$ cat src/rtl/tick_sched.sv
// tick_sched: NCH periodic base-tick timers with round-robin arbitration onto one valid/ready event port
module tick_sched #(
  parameter int NCH  = 4,
  parameter int CHW  = 2,
  parameter int PERW = 16
) (
  input  logic            mclk,
  input  logic            reset,
  input  logic            tick_in,
  input  logic            cfg_we,
  input  logic [CHW-1:0]  cfg_ch,
  input  logic [PERW-1:0] cfg_period,
  input  logic            cfg_en,
  output logic            ev_valid,
  output logic [CHW-1:0]  ev_ch,
  input  logic            ev_ready,
  output logic [NCH-1:0]  overrun
);
  typedef enum logic {IDLE, OFFER} state_t;
  state_t          state;
  logic [NCH-1:0]  en, pending, wr, expire, hs_ch;
  logic [PERW-1:0] period [NCH];
  logic [PERW-1:0] cnt [NCH];
  logic [CHW-1:0]  last_grant, pick;
  logic            found, hs;
  assign hs = state == OFFER && ev_valid && ev_ready;
  // A write to a channel shadows its tick that cycle, so it never expires while being written.
  always_comb begin
    for (int i = 0; i < NCH; i++) begin
      wr[i]     = cfg_we && cfg_ch == CHW'(i);
      expire[i] = tick_in && en[i] && !wr[i] && cnt[i] == PERW'(1);
      hs_ch[i]  = hs && ev_ch == CHW'(i);
    end
  end
  always_comb begin
    found = 1'b0;
    pick  = last_grant;
    for (int k = 1; k <= NCH; k++) begin
      if (!found && pending[(int'(last_grant) + k) % NCH]) begin
        found = 1'b1;
        pick  = CHW'((int'(last_grant) + k) % NCH);
      end
    end
  end
  always_ff @(posedge mclk) begin
    if (reset) begin
      state      <= IDLE;
      ev_valid   <= 1'b0;
      ev_ch      <= '0;
      last_grant <= CHW'(NCH - 1);
      en         <= '0;
      pending    <= '0;
      overrun    <= '0;
      for (int i = 0; i < NCH; i++) begin
        period[i] <= '0;
        cnt[i]    <= '0;
      end
    end else begin
      for (int i = 0; i < NCH; i++) begin
        if (wr[i]) begin
          period[i]  <= cfg_period;
          cnt[i]     <= cfg_period;
          en[i]      <= cfg_en && cfg_period != '0;
          pending[i] <= 1'b0;
          overrun[i] <= 1'b0;
        end else begin
          if (tick_in && en[i]) cnt[i] <= expire[i] ? period[i] : cnt[i] - PERW'(1);
          pending[i] <= expire[i] | (pending[i] & ~hs_ch[i]);
          if (expire[i] && pending[i] && !hs_ch[i]) overrun[i] <= 1'b1;
        end
      end
      if (state == IDLE) begin
        if (found) begin
          ev_ch    <= pick;
          ev_valid <= 1'b1;
          state    <= OFFER;
        end
      end else if (ev_ready) begin
        ev_valid   <= 1'b0;
        last_grant <= ev_ch;
        state      <= IDLE;
      end
    end
  end
endmodule

$ cat config.mk
export PLATFORM = sky130hd
export DESIGN_NAME = tick_sched
export DESIGN_NICKNAME = d
export VERILOG_FILES = /design/src/rtl/tick_sched.sv
export SDC_FILE = /design/constraint.sdc
export NUM_CORES = 1
export LEC_CHECK = 0
export CAP_MARGIN = 30
export CORE_MARGIN = 10
export CORE_UTILIZATION = 45
export DETAILED_ROUTE_END_ITERATION = 10
export SETUP_SLACK_MARGIN = 0.02
export SYNTH_ARGS = -nofsm -noshare
export SYNTH_HDL_FRONTEND = slang
export SYNTH_SLANG_ARGS = --single-unit
$ cat constraint.sdc
create_clock -name mclk -period 4.3 [get_ports mclk]
set_input_delay 0.645 -clock mclk [delete_from_list [all_inputs] [get_ports mclk]]
set_output_delay 0.645 -clock mclk [all_outputs]
set_load 0.01 [all_outputs]
# [Yosys cells after proc, flatten, opt, wreduce, memory -nomap -nowiden]
# Memories as Yosys holds them, arrays and structs flattened.
# Cells that the tools add are included.
[classes] order_cmp=4 mux=72 reduce_logical=60 n_bitwise=29 eq_ne=11 n_addsub=8
[ops] op="16-bit two-way mux" n=16
[ops] op="16-bit by 1-bit == test with 1-bit output (second input constant)" n=4
[ops] op="16-bit by 1-bit subtractor with 16-bit output (second input constant)" n=4
[ops] op="1-bit two-way mux" n=48
[ops] op="1-bit logical AND" n=34
[ops] op="3-bit by 4-bit < comparator with 1-bit output (second input constant)" n=4
[ops] op="1-bit bitwise OR" n=16
[ops] op="16-bit nonzero test" n=1
[ops] op="2-bit OR reduction" n=8
[ops] op="1-bit zero test" n=11
[ops] op="1-bit binary-select mux with 2-bit select" n=4
[ops] op="2-bit == test (second input constant)" n=4
[ops] op="2-bit two-way mux" n=4
[ops] op="2-bit AND reduction" n=3
[ops] op="1-bit NOT" n=5
[ops] op="2-bit by 1-bit adder with 2-bit output (second input constant)" n=2
[ops] op="2-bit adder (second input constant)" n=2
[ops] op="1-bit bitwise AND" n=4
[ops] op="1-bit bitwise AND (first input constant)" n=4
[ops] op="2-bit by 1-bit == test with 1-bit output (second input constant)" n=2
[ops] op="2-bit zero test" n=2
[ops] op="2-bit inequality test (second input constant)" n=1
[ops] op="2-bit nonzero test" n=1
[totals] ram_bits=128 mem_count=2 out_inout_bits=7 reg_bits=18 word_cells=202
[mem_list] memory="cnt" words=4 width=16 rd=4 rd_clocked_by_memory_dff=0 write_ports=4 line_no="23" rtl="logic [PERW-1:0] cnt [NCH];"
[mem_list] memory="period" words=4 width=16 rd=4 rd_clocked_by_memory_dff=0 write_ports=4 line_no="22" rtl="logic [PERW-1:0] period [NCH];"

# [Depth between registers and ports, before layout]
# Gate-level depths: netlist (run 1).
[depth] ltp_word=18 depth_mapped=8 depth_no_buf=7

# [Least setup slack after synthesis (run 1)]
# OpenSTA, ideal clock, no wires.
[synth_timing] kind="input-to-reg" from="input port cfg_ch[1]" to="memory cnt[0][1], data pin" required_time_ns=4.035 t_arrival_ns=2.200 slack_ns=1.835 stages=7 path_buffers=1 path_cell_list="clkbuf_1 nor3b_1 nor2_1 inv_1 nor2_1 and3_1 or3_1"
[synth_rtl] element="from (decl)" line_no="11" rtl="input logic [CHW-1:0] cfg_ch,"
[synth_rtl] element="to (decl)" line_no="23"

==> results.yml, run 1 <==
timing:
  whs_ps: 476
  final.setup.tns_ps: 0
  grt_setup_unrepaired: "no"
  skew_ps: 9.99
  fin_crit_ps: 2780
  drv_slew: 0
  finalHoldViolations: 0
  fin_crit_sh: 0.647
  max_slew.worst_pin.slew_ps: 1070
  max_freq_mhz: 359
  max_slew_margin: 0.281
  finalSetupViolations: 0
clock_tree:
  post-cts-setup-buffers: 0
  hold_buffers: 0
  cts-root-buf: "clkbuf_16"
  cts_tree: "done"
  cts.repair.resized: 0
  clock_latency_ps: 440
  numCtsBuffers: 17
  clock_path_buffers: 2
  clkTransAtPathRegs_ps: 60
  cts_sinks: 146
  htreeDepth: 4
global_routing:
  antenna_found_initial: 0
  grt_start_max_net_pins: 29
  track_usage: 0.179
  grt_pass1_vias: 5709
  grt_pass1_wl_um: 31000
  grt_overflow_total: 0
power_and_ir_drop:
  swShare: 0.256
  p_switching_w: 0.000877
  peakVddDrop_v: 0.000308
  pwr-share-clk: 0.427
  power_frac_seq: 0.494
  p_leak_nw: 3.21
  pwr_density_cell_mw_per_mm2: 392
  p_int_w: 0.00255
  p_comb_frac: 0.080
routing:
  post-route-drc-count: 0
  drt_iter0_drc: 575
  totalWireLength_um: 19400
  ant_nets: 0
  num_vias: 5653
  drt_pass1_iterations: 5
  wl_per_cell_um: 20.3
  drt-vias-per-instance: 5.89
worst_hold_path:
  hold_class: "flop to flop"
  hold_path_depth: 2
layout:
  design_area_mm2: 0.00875
  area_growth_pct: 14.8
  layout_commonest_cell: "edfxtp_1"
  layout.cells.non_filler: 959
  drive_gt1_frac: 0.0771
  nFillCells: 1476
  fin_nets: 758
  layout_common_cells: "128 x edfxtp_1, 56 x and2_1, 52 x nor2_1"
  diodes: 0
place:
  gp_congestion: 0.854
  dp_hpwl_um: 13100
  placed_cells: 927
  portBuffers: 30
  dpl_cell_area_mm2: 0.00817
logic_synthesis:
  syn_area_mm2: 0.00762
  synth-simple-area-share: 0.205
  synth_nets: 721
  yosys-top-cells-area: "edfxtp_1 50%, dfxtp_1 4.7%, and2_1 4.6%"
  ys_warn_count: 0
  synth_top_cell_by_area: "edfxtp_1"
  ys.flop_type: "edfxtp_1"
  ys_seq_area_frac: 0.552
  synth-seq-cells: 146
  synthArstFlopShare: 0
  synth_area_per_cell_um2: 11.1
  synth_top_area_frac: 0.504
  netlist-cell-type-count: 63
  synth_top_family_by_area: "simple AND/OR/NAND/NOR gates"
  synth_edf_count: 128
  syn_inst: 689
  synth_mux_area_frac: 0.0184
  synth_xor_area_frac: 0.0494
  synth_fa_ha_area_frac: 0.0131
  synth-compound-area-share: 0.135
critical_path:
  end_kind: "flop"
  slowest_delay_ps: 700
  ff2ff_path_depth: 5
  start_kind: "input port"
  cp.arrival_ps: 2960
  cp_slowest_cell: "clkdlybuf4s50_1"
  cp.required_ps: 4480
  cp_max_fo: 15
  path_class: "input port to flop"
  worstPathCellList: "clkdlybuf4s50_1, nor4b_1, nand4_1, nor2_2, nor3_1, a311o_1"
outcome:
  status: "complete, no violations"
floorplanning:
  die-area_mm2: 0.0225
  initial_core_util: 0.460
  ios: 31
  num_rows: 47
  die_w_um: 150
  core_mm2: 0.0166
  die_h_um: 150
flow_run:
  cap_violations: 0
[area by class of cell]
class | count | area, µm² | area share
sequential | 146 | 4200 | 0.480
multi-input combinational | 490 | 3200 | 0.366
clock inverter | 15 | 151 | 0.0173
tap | 220 | 275 | 0.0315
inverter | 32 | 120 | 0.0137
timing repair buffer | 39 | 369 | 0.0422
clock buffer | 17 | 425 | 0.0486
[cells in the mapped netlist (all sizes together) (5+ instances only)]
| library cell | instances |
|---|---|
| nor2b | 6 |
| a31oi | 18 |
| nand2 | 47 |
| nand3 | 18 |
| a211oi | 6 |
| a21oi | 16 |
| o21ai | 35 |
| clkbuf | 14 |
| and2 | 56 |
| edfxtp | 128 |
| and3 | 13 |
| o21bai | 21 |
| mux2i | 14 |
| nor4 | 19 |
| xnor2 | 27 |
| nor3b | 5 |
| inv | 32 |
| dfxtp | 18 |
| buf | 7 |
| ha | 8 |
| a311o | 9 |
| o31ai | 8 |
| o221ai | 5 |
| nor3 | 25 |
| or4 | 5 |
| nor2 | 53 |
| xor2 | 16 |
| a21o | 8 |
[flip-flops by register name, indices dropped and copies added (netlist names)]
name        flops
pending         4
last_grant      2
period         64
state           1
en              4
overrun         4
ev_valid        1
cnt            64
ev_ch           2
[per-stage QoR]
stage               worst slack, ps   util  total power (W)
finish                         1520  0.528          0.00343
global route                   1360  0.528          0.00355
CTS                            1510  0.528          0.00345
detailed placement             1040  0.493          0.00199
global placement               1030  0.492          0.00199
floorplan                      1830      -          0.00188
[per-layer routing]
metal  share of wire  up-vias  global-route usage
met5               0        -                   0
li1                -     2660                   -
met3           0.050       32              0.0396
met4           0.023        0              0.0734
met1            0.45     2798               0.232
met2            0.47      163               0.285
[power by group through the flow]
stage / combinational [W] / sequential (W) / clock [W]
floorplan: 0.000176 / 0.00170 / 0
global placement: 0.000268 / 0.00172 / 0
detailed placement: 0.000272 / 0.00172 / 0
CTS: 0.000274 / 0.00169 / 0.00148
global route: 0.000303 / 0.00170 / 0.00155
finish: 0.000273 / 0.00169 / 0.00146
[final timing paths]
| kind | from | to | slack, ps |
|---|---|---|---|
| max | tick_in | cnt[3][2]$_DFFE_PP_ | 1520 |
| min | overrun[0]$_SDFFE_PP0P_ | overrun[0]$_SDFFE_PP0P_ | 480 |
| max reg2reg | cnt[3][11]$_DFFE_PP_ | cnt[3][2]$_DFFE_PP_ | 1700 |
| min reg2reg | overrun[0]$_SDFFE_PP0P_ | overrun[0]$_SDFFE_PP0P_ | 480 |
[cells by family (layout without fill, tap and decap cells)]
family | Yosys count | in the layout
and+or+nand+nor | 275 | 275
DFF | 146 | 146
adders and majority gates | 8 | 8
AOI/OAI and AO/OA | 150 | 150
muxes | 14 | 14
xor gates and xnor gates | 43 | 43
buffers and inverters | 53 | 103
[worst max-delay path, delay by kind of cell]
family / cells / cell delay, ps
and+or+nand+nor: 4 / 1270
AOI/OAI and AO/OA: 1 / 340
buffers and inverters: 1 / 700
No activity file was read; power rests on OpenSTA's default activity.
==> run 2: changes to the inputs <==
clock period = 2.75 ns   (was 4.3 ns; I/O delays follow)
==> results.yml, run 2 (synthesis gave the netlist of run 1 again) <==
floorplanning:
  die_h_um: 150
  die_w_um: 150
  ios: 31
  core_mm2: 0.0166
  num_rows: 47
  die-area_mm2: 0.0225
  initial_core_util: 0.460
timing:
  final.setup.tns_ps: 0
  fin_ws_ps: 399
  max_slew_margin: 0.513
  finalHoldViolations: 0
  finalSetupViolations: 0
  max_freq_mhz: 425
  drv_slew: 0
  skew_ps: 9.62
  max_slew.worst_pin.slew_ps: 724
  fin_crit_ps: 2350
  whs_ps: 472
  fin_crit_sh: 0.855
  grt_setup_unrepaired: "no"
clock_tree:
  post-cts-setup-buffers: 0
  cts_tree: "done"
  cts.repair.resized: 0
  clock_latency_ps: 420
  hold_buffers: 0
  htreeDepth: 4
  cts-root-buf: "clkbuf_16"
  clock_path_buffers: 2
  numCtsBuffers: 17
  cts_sinks: 146
  clkTransAtPathRegs_ps: 60
layout:
  top_regs: "cnt: 64 flops, period: 64 flops"
  diodes: 0
  fin_util: 0.545
  seq_area_mm2: 0.00420
  drive_gt1_frac: 0.111
  area_growth_pct: 18.6
  fin_nets: 788
  layout_common_cells: "128 x edfxtp_1, 56 x and2_1, 52 x nor2_1"
  layout_commonest_cell: "edfxtp_1"
  multi_input_area_mm2: 0.00320
  nFillCells: 1500
routing:
  drt_pass1_iterations: 5
  drt-vias-per-instance: 5.71
  wl_per_cell_um: 19.4
  num_vias: 5647
  post-route-drc-count: 0
  ant_nets: 0
  drt_iter0_drc: 497
  totalWireLength_um: 19200
power_and_ir_drop:
  total_power_w: 0.00557
  p_comb_frac: 0.082
  power_frac_seq: 0.475
  p_leak_nw: 3.38
  pwr-share-clk: 0.443
  p_switching_w: 0.00129
  swShare: 0.231
  pwr_density_cell_mw_per_mm2: 617
  peakVddDrop_v: 0.000446
  p_int_w: 0.00429
global_routing:
  grt_start_max_net_pins: 20
  antenna_found_initial: 1
  grt_pass1_vias: 5602
  grt_pass1_wl_um: 30800
  track_usage: 0.176
  grt_overflow_total: 0
flow_run:
  cap_violations: 0
outcome:
  status: "complete, no violations"
worst_hold_path:
  hold_class: "flop to flop"
  hold_path_depth: 2
critical_path:
  ff2ff_path_depth: 6
  start_kind: "flop"
  cp.required_ps: 2920
  cp_max_fo: 19
  path_class: "flop to flop"
  cp.arrival_ps: 2520
  end_kind: "flop"
place:
  gp_congestion: 0.876
  dp_hpwl_um: 13400
  portBuffers: 30
  place_ws_ps: 29.8
==> run 2: changes by cell type in the layout (fill, tap and decap cells not counted), moves of 2 or more <==
cell and change:
inv_6 -3, bufinv_16 +3, clkinv_4 -2, clkbuf_1 +2, inv_8 -2, buf_4 +31
==> run 2: metrics by stage <==
step	area (µm²)	std cells
4_1_cts	9040	989
2_1_floorplan	7620	689
6_report	9040	989
3_5_place_dp	8410	957
5_1_grt	9040	989
3_3_place_gp	8410	957
==> run 2: worst max-delay path, stage by stage (launching register included) <==
cell and delay, ps:
edfxtp_1 450, nor4_1 510, nand4b_1 230, nor4_4 290
buf_12 200, nor3_1 50, or3_1 360
==> run 2: worst paths after layout <==
path / startpoint / endpoint / slack [ps]
worst max-delay path: cnt[0][8]$_SDFFCE_PN0P_ / cnt[0][1]$_SDFFCE_PN0P_ / 400
worst min-delay path: overrun[0]$_SDFFE_PP0P_ / overrun[0]$_SDFFE_PP0P_ / 470
worst max register to register: cnt[0][8]$_SDFFCE_PN0P_ / cnt[0][1]$_SDFFCE_PN0P_ / 400
worst min register to register: overrun[0]$_SDFFE_PP0P_ / overrun[0]$_SDFFE_PP0P_ / 470
==> run 2: area by class of cell <==
type                            instances  share of cell area
Clock buffer                           20              0.0494
Clock inverter                         12              0.0202
Inverter                               32              0.0133
Multi-Input combinational cell        490               0.355
Sequential cell                       146               0.465
Tap cell                              220              0.0305
Timing Repair Buffer                   69              0.0670
==> run 2: power by group through the flow <==
stage          logic [W]  registers, W  clock network [W]
2_1_floorplan   0.000275       0.00267                  0
3_3_place_gp    0.000450       0.00269                  0
3_5_place_dp    0.000456       0.00269                  0
4_1_cts         0.000460       0.00265            0.00250
5_1_grt         0.000508       0.00266            0.00260
6_report        0.000458       0.00265            0.00247
==> run 2: routing by layer <==
layer,wire length [µm],global-route usage,vias up
met1,8630,0.229,2748
met3,908,0.0354,29
li1,-,-,2722
met2,9280,0.283,148
met5,0,0,-
met4,392,0.0690,0
==> run 3: changes to the inputs <==
clock period = 2.2 ns   (was 2.75 ns; I/O delays follow)
==> results.yml, run 3 (synthesis gave the netlist of run 1 again) <==
timing:
  final.setup.tns_ps: 0
  max_slew_margin: 0.699
  whs_ps: 479
  max_freq_mhz: 473
  finalSetupViolations: 0
  drv_slew: 0
  skew_ps: 8.75
  fin_crit_ps: 2120
  grt_setup_unrepaired: "yes"
  max_slew.worst_pin.slew_ps: 448
  finalHoldViolations: 0
  fin_crit_sh: 0.962
critical_path:
  end_kind: "flop"
  path_depth: 5
  slowest_delay_ps: 560
  worst-r2r-setup-slack_ps: 80
  worstPathCellList: "nor4_4, nand2_2, or4_4, mux2i_1, o21bai_1"
  cp.arrival_ps: 2290
  start_kind: "flop"
  cp_max_fo: 6
  ff2ff_path_depth: 5
  cp_slowest_cell: "or4_4"
  crit_buf_inv: 0
  critical_path.startpoint: "cnt[2][8]$_SDFFCE_PN0P_"
  path_class: "flop to flop"
  cp_top_family: "simple AND/OR/NAND/NOR gates"
  cp.required_ps: 2370
  worstSetupEndpoint: "cnt[2][2]$_SDFFCE_PN0P_"
  rr_endpoint: "cnt[2][2]$_SDFFCE_PN0P_"
  r2r_start: "cnt[2][8]$_SDFFCE_PN0P_"
power_and_ir_drop:
  peakVddDrop_v: 0.000540
  p_leak_nw: 3.69
  pwr_density_cell_mw_per_mm2: 723
clock_tree:
  clock_latency_ps: 430
  clkTransAtPathRegs_ps: 60
  cts-root-buf: "clkbuf_16"
  clock_path_buffers: 2
  cts_sinks: 146
  numCtsBuffers: 17
  htreeDepth: 4
  cts_tree: "done"
layout:
  layout.cells.non_filler: 1047
  fin_nets: 846
  diodes: 0
  drive_gt1_frac: 0.183
  area_growth_pct: 25.7
  nFillCells: 1438
  design_area_mm2: 0.00958
  top_regs: "cnt: 64 flops, period: 64 flops"
  layout_commonest_cell: "edfxtp_1"
  layout_common_cells: "128 x edfxtp_1, 88 x buf_4, 56 x and2_1"
outcome:
  status: "complete, no violations"
routing:
  num_vias: 5901
  drt_pass1_iterations: 5
  totalWireLength_um: 20300
  drt-vias-per-instance: 5.64
  post-route-drc-count: 0
  ant_nets: 0
  wl_per_cell_um: 19.4
  drt_iter0_drc: 548
global_routing:
  grt_pass1_wl_um: 32000
  grt_pass1_vias: 5981
  track_usage: 0.184
  grt_overflow_total: 0
  antenna_found_initial: 1
  grt_start_max_net_pins: 19
flow_run:
  cap_violations: 0
place:
  portBuffers: 30
  dp_hpwl_um: 14300
  placed_cells: 1012
  dpl_cell_area_mm2: 0.00890
  gp_congestion: 0.863
floorplanning:
  core_mm2: 0.0166
  ios: 31
  die_h_um: 150
  num_rows: 47
  die_w_um: 150
  die-area_mm2: 0.0225
  initial_core_util: 0.460
worst_hold_path:
  hold_class: "flop to flop"
==> run 3: what timing repair did <==
action | in CTS | in global routing
resized for setup | 2 | 13
gates cloned | 0 | 1
pin swaps | 0 | 5
buffers inserted | 0 | 2
setup endpoints to repair | 7 | 34
hold buffers | 0 | 0
==> run 3: worst min-delay path by stage <==
stage	slack [ps]	cells past startpoint	endpoint	startpoint
5_1_grt	500	1	overrun[2]$_SDFFE_PP0P_	overrun[2]$_SDFFE_PP0P_
2_1_floorplan	430	1	state$_SDFF_PP0_	ev_ready
3_3_place_gp	450	2	overrun[0]$_SDFFE_PP0P_	overrun[0]$_SDFFE_PP0P_
6_report	480	2	overrun[0]$_SDFFE_PP0P_	overrun[0]$_SDFFE_PP0P_
3_5_place_dp	460	2	overrun[0]$_SDFFE_PP0P_	overrun[0]$_SDFFE_PP0P_
4_1_cts	480	2	overrun[0]$_SDFFE_PP0P_	overrun[0]$_SDFFE_PP0P_
==> run 3: worst min-delay path: cells and delay by family, from the launching register on <==
kind | cells | cell delay (ps)
and+or+nand+nor | 1 | 70
AOI/OAI and AO/OA | 1 | 40
DFF | 1 | 330
==> run 3: report_power, final <==
part           internal [W]  switching, W  total, W  leakage, nW
Sequential          0.00319      0.000114   0.00330         1.45
Clock               0.00178       0.00116   0.00294        0.287
Combinational      0.000314      0.000371  0.000685         1.96
==> run 3: per-stage QoR <==
| step | util | worst slack, ps | power [W] |
|---|---|---|---|
| 5_1_grt | 0.578 | -38.9 | 0.00717 |
| 3_5_place_dp | 0.537 | -170 | 0.00402 |
| 2_1_floorplan | - | 50.0 | 0.00368 |
| 4_1_cts | 0.573 | 18.2 | 0.00695 |
| 3_3_place_gp | 0.537 | -183 | 0.00401 |
| 6_report | 0.578 | 83.7 | 0.00693 |
==> run 3: layer usage <==
layer	track usage	part of all wire	vias up
met1	0.238	0.44	2858
li1	-	-	2840
met3	0.0360	0.053	31
met4	0.0700	0.022	0
met5	0	0	-
met2	0.301	0.48	172
==> run 3: final cells by class <==
cell class	instances	area [µm²]	area share
sequential	146	4200	0.439
timing repair buffer	126	1110	0.116
tap	220	275	0.0287
multi-input combinational	491	3280	0.342
clock buffer	19	433	0.0452
clock inverter	13	160	0.0167
inverter	32	120	0.0125
